--- src/rtl/rs_pkg.sv ---
// GF(16) field constants, generator coefficients, FSM state type and the
// shared GF(16) multiply used by the RS(15,9) encoder and its bench models.
package rs_pkg;

  localparam int SYM_W = 4;
  localparam int N     = 15;
  localparam int K     = 9;
  localparam int NPAR  = N - K;

  // x^4 + x + 1
  localparam logic [SYM_W:0] PRIM_POLY = 5'b10011;

  // alpha^0 .. alpha^14 with alpha = x
  localparam logic [SYM_W-1:0] ALPHA_POW [0:N-1] = '{
    4'h1, 4'h2, 4'h4, 4'h8, 4'h3, 4'h6, 4'hC, 4'hB,
    4'h5, 4'hA, 4'h7, 4'hE, 4'hF, 4'hD, 4'h9
  };

  // g(x) = prod_{i=1..6} (x + alpha^i), monic in x^6
  localparam logic [SYM_W-1:0] G0 = 4'hC;
  localparam logic [SYM_W-1:0] G1 = 4'hA;
  localparam logic [SYM_W-1:0] G2 = 4'hC;
  localparam logic [SYM_W-1:0] G3 = 4'h3;
  localparam logic [SYM_W-1:0] G4 = 4'h9;
  localparam logic [SYM_W-1:0] G5 = 4'h7;
  localparam logic [SYM_W-1:0] GEN_COEF [0:NPAR-1] = '{G0, G1, G2, G3, G4, G5};

  typedef enum logic [1:0] {
    ST_IDLE  = 2'd0,
    ST_SHIFT = 2'd1,
    ST_DONE  = 2'd2
  } state_t;

  // Shift-and-add polynomial multiply, reducing by the primitive polynomial
  // each time the running multiplicand overflows degree 3.
  function automatic logic [SYM_W-1:0] gf_mul(input logic [SYM_W-1:0] a,
                                              input logic [SYM_W-1:0] b);
    logic [SYM_W-1:0] acc;
    logic [SYM_W-1:0] aa;
    acc = '0;
    aa  = a;
    for (int i = 0; i < SYM_W; i++) begin
      if (b[i]) acc = acc ^ aa;
      if (aa[SYM_W-1]) aa = {aa[SYM_W-2:0], 1'b0} ^ PRIM_POLY[SYM_W-1:0];
      else             aa = {aa[SYM_W-2:0], 1'b0};
    end
    return acc;
  endfunction

endpackage

--- src/rtl/gf16_mult.sv ---
// Combinational 4x4 GF(16) multiplier (one per LFSR tap).
module gf16_mult
  import rs_pkg::*;
(
  input  logic [SYM_W-1:0] i_a,
  input  logic [SYM_W-1:0] i_b,
  output logic [SYM_W-1:0] o_p
);

  assign o_p = gf_mul(i_a, i_b);

endmodule

--- src/rtl/rs_encoder_seq.sv ---
// Sequential systematic RS(15,9) encoder over GF(16). The message is latched
// on start, fed highest symbol first through a 6-tap LFSR (one symbol per
// clock), and the packed codeword {message, parity} is held until accepted.
module rs_encoder_seq #(
  parameter int SYM_W = 4,
  parameter int N     = 15,
  parameter int K     = 9
) (
  input  logic                 clk,
  input  logic                 rst_n,
  input  logic [K*SYM_W-1:0]   messageIn,
  input  logic                 encodeMessage,
  output logic                 encoderBusy,
  output logic [N*SYM_W-1:0]   codeWordOut,
  output logic                 codeWordValid,
  input  logic                 codeWordAccept
);

  localparam int NPAR = N - K;

  rs_pkg::state_t               r_state;
  rs_pkg::state_t               w_state_nxt;
  logic [K*SYM_W-1:0]           r_msg;
  logic [NPAR-1:0][SYM_W-1:0]   r_par;
  logic [NPAR-1:0][SYM_W-1:0]   w_par_nxt;
  logic [NPAR-1:0][SYM_W-1:0]   w_prod;
  logic [3:0]                   r_cnt;
  logic [N*SYM_W-1:0]           r_cw;
  logic                         r_valid;
  logic [SYM_W-1:0]             w_sym;
  logic [SYM_W-1:0]             w_fb;
  logic                         w_start;
  logic                         w_shift;
  logic                         w_last;
  logic                         w_accept;

  assign w_start  = (r_state == rs_pkg::ST_IDLE)  && encodeMessage;
  assign w_shift  = (r_state == rs_pkg::ST_SHIFT);
  assign w_last   = w_shift && (r_cnt == 4'd0);
  assign w_accept = (r_state == rs_pkg::ST_DONE)  && codeWordAccept;

  // Current message symbol selected by the down-counter, plus LFSR feedback.
  assign w_sym = r_msg[int'(r_cnt)*SYM_W +: SYM_W];
  assign w_fb  = w_sym ^ r_par[NPAR-1];

  // One constant multiplier per generator tap.
  for (genvar k = 0; k < NPAR; k++) begin : g_tap
    gf16_mult u_mul (
      .i_a (w_fb),
      .i_b (rs_pkg::GEN_COEF[k]),
      .o_p (w_prod[k])
    );
  end

  // Next parity register contents for one LFSR step.
  always_comb begin
    w_par_nxt    = '0;
    w_par_nxt[0] = w_prod[0];
    for (int k = 1; k < NPAR; k++) begin
      w_par_nxt[k] = r_par[k-1] ^ w_prod[k];
    end
  end

  // FSM state register.
  always_ff @(posedge clk or negedge rst_n) begin
    if (!rst_n) r_state <= rs_pkg::ST_IDLE;
    else        r_state <= w_state_nxt;
  end

  // FSM next-state: start only from IDLE, finish after the counter-0 step,
  // release on accept (a same-cycle start request is not seen in DONE).
  always_comb begin
    w_state_nxt = r_state;
    case (r_state)
      rs_pkg::ST_IDLE:  if (encodeMessage)  w_state_nxt = rs_pkg::ST_SHIFT;
      rs_pkg::ST_SHIFT: if (r_cnt == 4'd0)  w_state_nxt = rs_pkg::ST_DONE;
      rs_pkg::ST_DONE:  if (codeWordAccept) w_state_nxt = rs_pkg::ST_IDLE;
      default:                              w_state_nxt = rs_pkg::ST_IDLE;
    endcase
  end

  // Message latch, LFSR parity registers and symbol counter.
  always_ff @(posedge clk or negedge rst_n) begin
    if (!rst_n) begin
      r_msg <= '0;
      r_par <= '0;
      r_cnt <= '0;
    end else if (w_start) begin
      r_msg <= messageIn;
      r_par <= '0;
      r_cnt <= 4'(K - 1);
    end else if (w_shift) begin
      r_par <= w_par_nxt;
      if (!w_last) r_cnt <= r_cnt - 4'd1;
    end
  end

  // Codeword output register and valid flag; the word persists after accept.
  always_ff @(posedge clk or negedge rst_n) begin
    if (!rst_n) begin
      r_cw    <= '0;
      r_valid <= 1'b0;
    end else if (w_last) begin
      r_cw    <= {r_msg, w_par_nxt};
      r_valid <= 1'b1;
    end else if (w_accept) begin
      r_valid <= 1'b0;
    end
  end

  assign encoderBusy   = (r_state != rs_pkg::ST_IDLE);
  assign codeWordOut   = r_cw;
  assign codeWordValid = r_valid;

endmodule

--- config.mk ---
export PLATFORM = sky130hd
export DESIGN_NAME = rs_encoder_seq
export DESIGN_NICKNAME = d
export VERILOG_FILES = /design/src/rtl/rs_pkg.sv /design/src/rtl/gf16_mult.sv /design/src/rtl/rs_encoder_seq.sv
export SDC_FILE = /design/constraint.sdc
export NUM_CORES = 1
export LEC_CHECK = 0
export BUFFER_PORTS_ARGS = -buffer_cell sky130_fd_sc_hd__buf_4
export CAP_MARGIN = 5
export CORE_MARGIN = 2
export CORE_UTILIZATION = 59
export CTS_CLUSTER_DIAMETER = 40
export CTS_CLUSTER_SIZE = 8
export DETAILED_ROUTE_END_ITERATION = 12
export PLACE_DENSITY_LB_ADDON = 0.15
export SYNTH_ARGS = -nofsm -noshare
export SYNTH_HDL_FRONTEND = slang
export SYNTH_SLANG_ARGS = --single-unit
--- constraint.sdc ---
create_clock -name clk -period 5.85 [get_ports clk]
set_input_delay 1.17 -clock clk [delete_from_list [all_inputs] [get_ports clk]]
set_output_delay 1.17 -clock clk [all_outputs]
set_load 0.01 [all_outputs]
==> results.py <==
metrics = {
    "detailed_routing": {
        "ant_nets": 0,
        "drcViolationCount": 0,
        "via_per_inst": 5.52,
        "wl_per_cell_um": 17.3,
        "wirelength_um": 12200,
        "drt-initial-drc-count": 209,
        "drtPass1Iterations": 4,
        "num_vias": 3909,
    },
    "logic_synthesis": {
        "syn_inst": 493,
        "ys.flop_type": "dfrtp_1",
        "synth_nets": 535,
        "synth_compound_area_share_pct": 6.35,
        "synth-simple-area-share_pct": 14.1,
        "ys_seq_elements": 127,
        "synth-xor-area-share_pct": 8.19,
        "synth_area_leaders": "dfrtp_1, nand2_1, mux2_2",
        "syn-cell-area_um2": 5520,
        "yosysTopAreaCell": "dfrtp_1",
        "ys_seq_area_share_pct": 57.6,
        "async_flop_share_pct": 100,
        "yosysUniqueCellTypes": 38,
        "synth_top_area_share_pct": 57.6,
        "avgSynthCellArea_um2": 11.2,
        "synth_edf_count": 0,
        "synth_mux_area_share_pct": 10.5,
        "ys_warn_count": 0,
        "synth_fa_ha_area_share_pct": 0.454,
        "synth_top_family_by_area": "simple AND/OR/NAND/NOR gates",
    },
    "floorplanning": {
        "io_pins": 102,
        "fp.dieW_um": 101,
        "fp.dieH_um": 101,
        "core_um2": 9150,
        "std_cell_rows": 35,
        "dieArea_um2": 10100,
        "floorplan.initialDensity_pct": 60.3,
    },
    "placement": {
        "place_area_um2": 6320,
        "io_buffer_count": 101,
        "gp_congestion": 0.806,
        "dpl.hpwl_um": 7720,
    },
    "sta": {
        "setup_violations": 0,
        "tns_ns": 0,
        "fmax_mhz": 336,
        "period_needed_ns": 2.98,
        "tightest_slew_ns": 1.15,
        "fin_skew_ns": 0.0102,
        "period_share_pct": 50.9,
        "hold_violations": 0,
        "slew_viol_final": 0,
        "slew_headroom_pct": 22.9,
        "rsz0062_at_grt": "false",
    },
    "global_route": {
        "grt_pass1_vias": 3945,
        "gr-total-overflow": 0,
        "grtUsageTotal_pct": 26.0,
        "grt_pass1_wl_um": 20100,
        "grt_antenna_before_repair": 0,
        "grt_max_degree": 88,
    },
    "cts": {
        "path_clk_slew_ns": 0.06,
        "post_cts_resized": 0,
        "cts_hold_buf": 0,
        "htree_levels": 4,
        "cts_inserted_buffers": 17,
        "clockRootBuffer": "clkbuf_8",
        "post_cts_buffers": 0,
        "clk_latency_ns": 0.52,
        "cts_num_sinks": 127,
        "clockBufferDepth": 2,
        "cts_tree": "yes",
    },
    "setup_path": {
        "rrSetupSlack_ns": 2.87,
        "worst_setup_path_start_kind": "flop",
        "cp.arrival_ns": 3.34,
        "crit_fanout": 16,
        "path_class": "reg -> reg",
        "critPathBufInv": 0,
        "endpoint_kind": "flop",
        "cpPeakStageDelay_ns": 0.78,
        "crit_family": "XOR/XNOR gates",
        "cp.required_ns": 6.21,
        "cp_cell_sequence": "mux2_2 -> a32oi_1 -> nand3_1 -> xor2_2 -> xnor3_1 -> xor2_1 -> o21ai_1",
        "crit_slowest_cell": "dfrtp_1",
    },
    "final_layout": {
        "final_nets": 628,
        "area_growth_pct": 24.7,
        "final_design_area_no_fill_um2": 6880,
        "final_cell_mix": "nand2_1, dfrtp_1, buf_4",
        "drive_gt1_share_pct": 32.2,
        "antenna_cells": 0,
        "nFillCells": 608,
        "final_common_cell": "nand2_1",
    },
    "run_status": {
        "status": "completed",
    },
    "pwr": {
        "powerDensity_nw_per_um2": 766,
        "p_leak_nw": 3.40,
        "ir_drop_mv": 0.408,
    },
    "job": {
        "max_cap_viol_count": 0,
    },
    "hold_path": {
        "hp-class": "reg -> reg",
    },
}
-- worst paths after layout --
path,depth (start not counted),endpoint,start
worst max-delay path,7,codeWordOut[13]$_DFFE_PN0P_,r_cnt[1]$_DFFE_PN0P_
worst min-delay path,2,codeWordOut[19]$_DFFE_PN0P_,codeWordOut[19]$_DFFE_PN0P_
worst max register to register,7,codeWordOut[13]$_DFFE_PN0P_,r_cnt[1]$_DFFE_PN0P_
worst min register to register,2,codeWordOut[19]$_DFFE_PN0P_,codeWordOut[19]$_DFFE_PN0P_
max in group asynchronous,2,r_cnt[3]$_DFFE_PN0P_,rst_n
min in group asynchronous,1,codeWordOut[43]$_DFFE_PN0P_,rst_n
-- per-layer routing --
layer	GRT usage (%)	share of wire [%]	routed length [um]
met5	0	0	0
met4	8.75	0.94	115
met3	6.52	5.5	671
met2	40.2	49	5940
met1	36.5	45	5490
-- state kept, by name, summed over array words and instances (netlist names) --
signal         count
r_state            2
r_par             24
r_cnt              4
codeWordOut       60
r_msg             36
codeWordValid      1
-- metrics by stage --
stage	setup slack (ns)	hold slack (ns)	util [%]	std cells	total power [W]
2_1_floorplan	3.30	0.457	-	493	0.00347
4_1_cts	2.88	0.485	75.2	708	0.00529
5_1_grt	2.69	0.506	75.2	708	0.00562
6_report	2.87	0.479	75.2	708	0.00527
3_3_place_gp	2.99	0.463	69.1	678	0.00415
3_5_place_dp	2.89	0.472	69.1	678	0.00425
-- layout make-up --
class	count	area, um^2	area share, %
sequential	127	3180	46.2
clock inverter	11	118	1.71
multi-input combinational	331	2200	32.0
clock buffer	19	442	6.42
inverter	5	18.8	0.273
tap	111	139	2.02
timing repair buffer	104	781	11.3
-- cell usage after synthesis (all sizes together), types with 3 or more instances --
master	number
xnor3	3
inv	5
nor4	4
mux4	4
xnor2	21
buf	11
dfrtp	127
o21ai	52
mux2i	3
xor2	13
nand3	30
nand2	140
mux2	41
clkbuf	19
nor2	3
-- tightest hold or removal path, delay by kind of cell, from the launching register on --
family,cells,cell delay (ns)
simple gates,1,0.05
flops,1,0.34
compound gates,1,0.06
-- cells by family (layout without fill, tap and decap cells) --
kind of cell	count (synthesis)	in the layout
AND/OR/NAND/NOR	185	185
buffers and inverters	35	139
XOR/XNOR	37	37
adder cells (fa/ha/maj)	2	2
AO/OA/AOI/OAI	59	59
flip-flops	127	127
multiplexers	48	48
-- report_power, final --
part	leakage [nW]	internal (W)	switching [W]
logic	1.54	0.00122	0.00138
clock network	0.275	0.000620	0.000377
registers	1.59	0.00132	0.000361
Power figures use the tool's default switching activity.
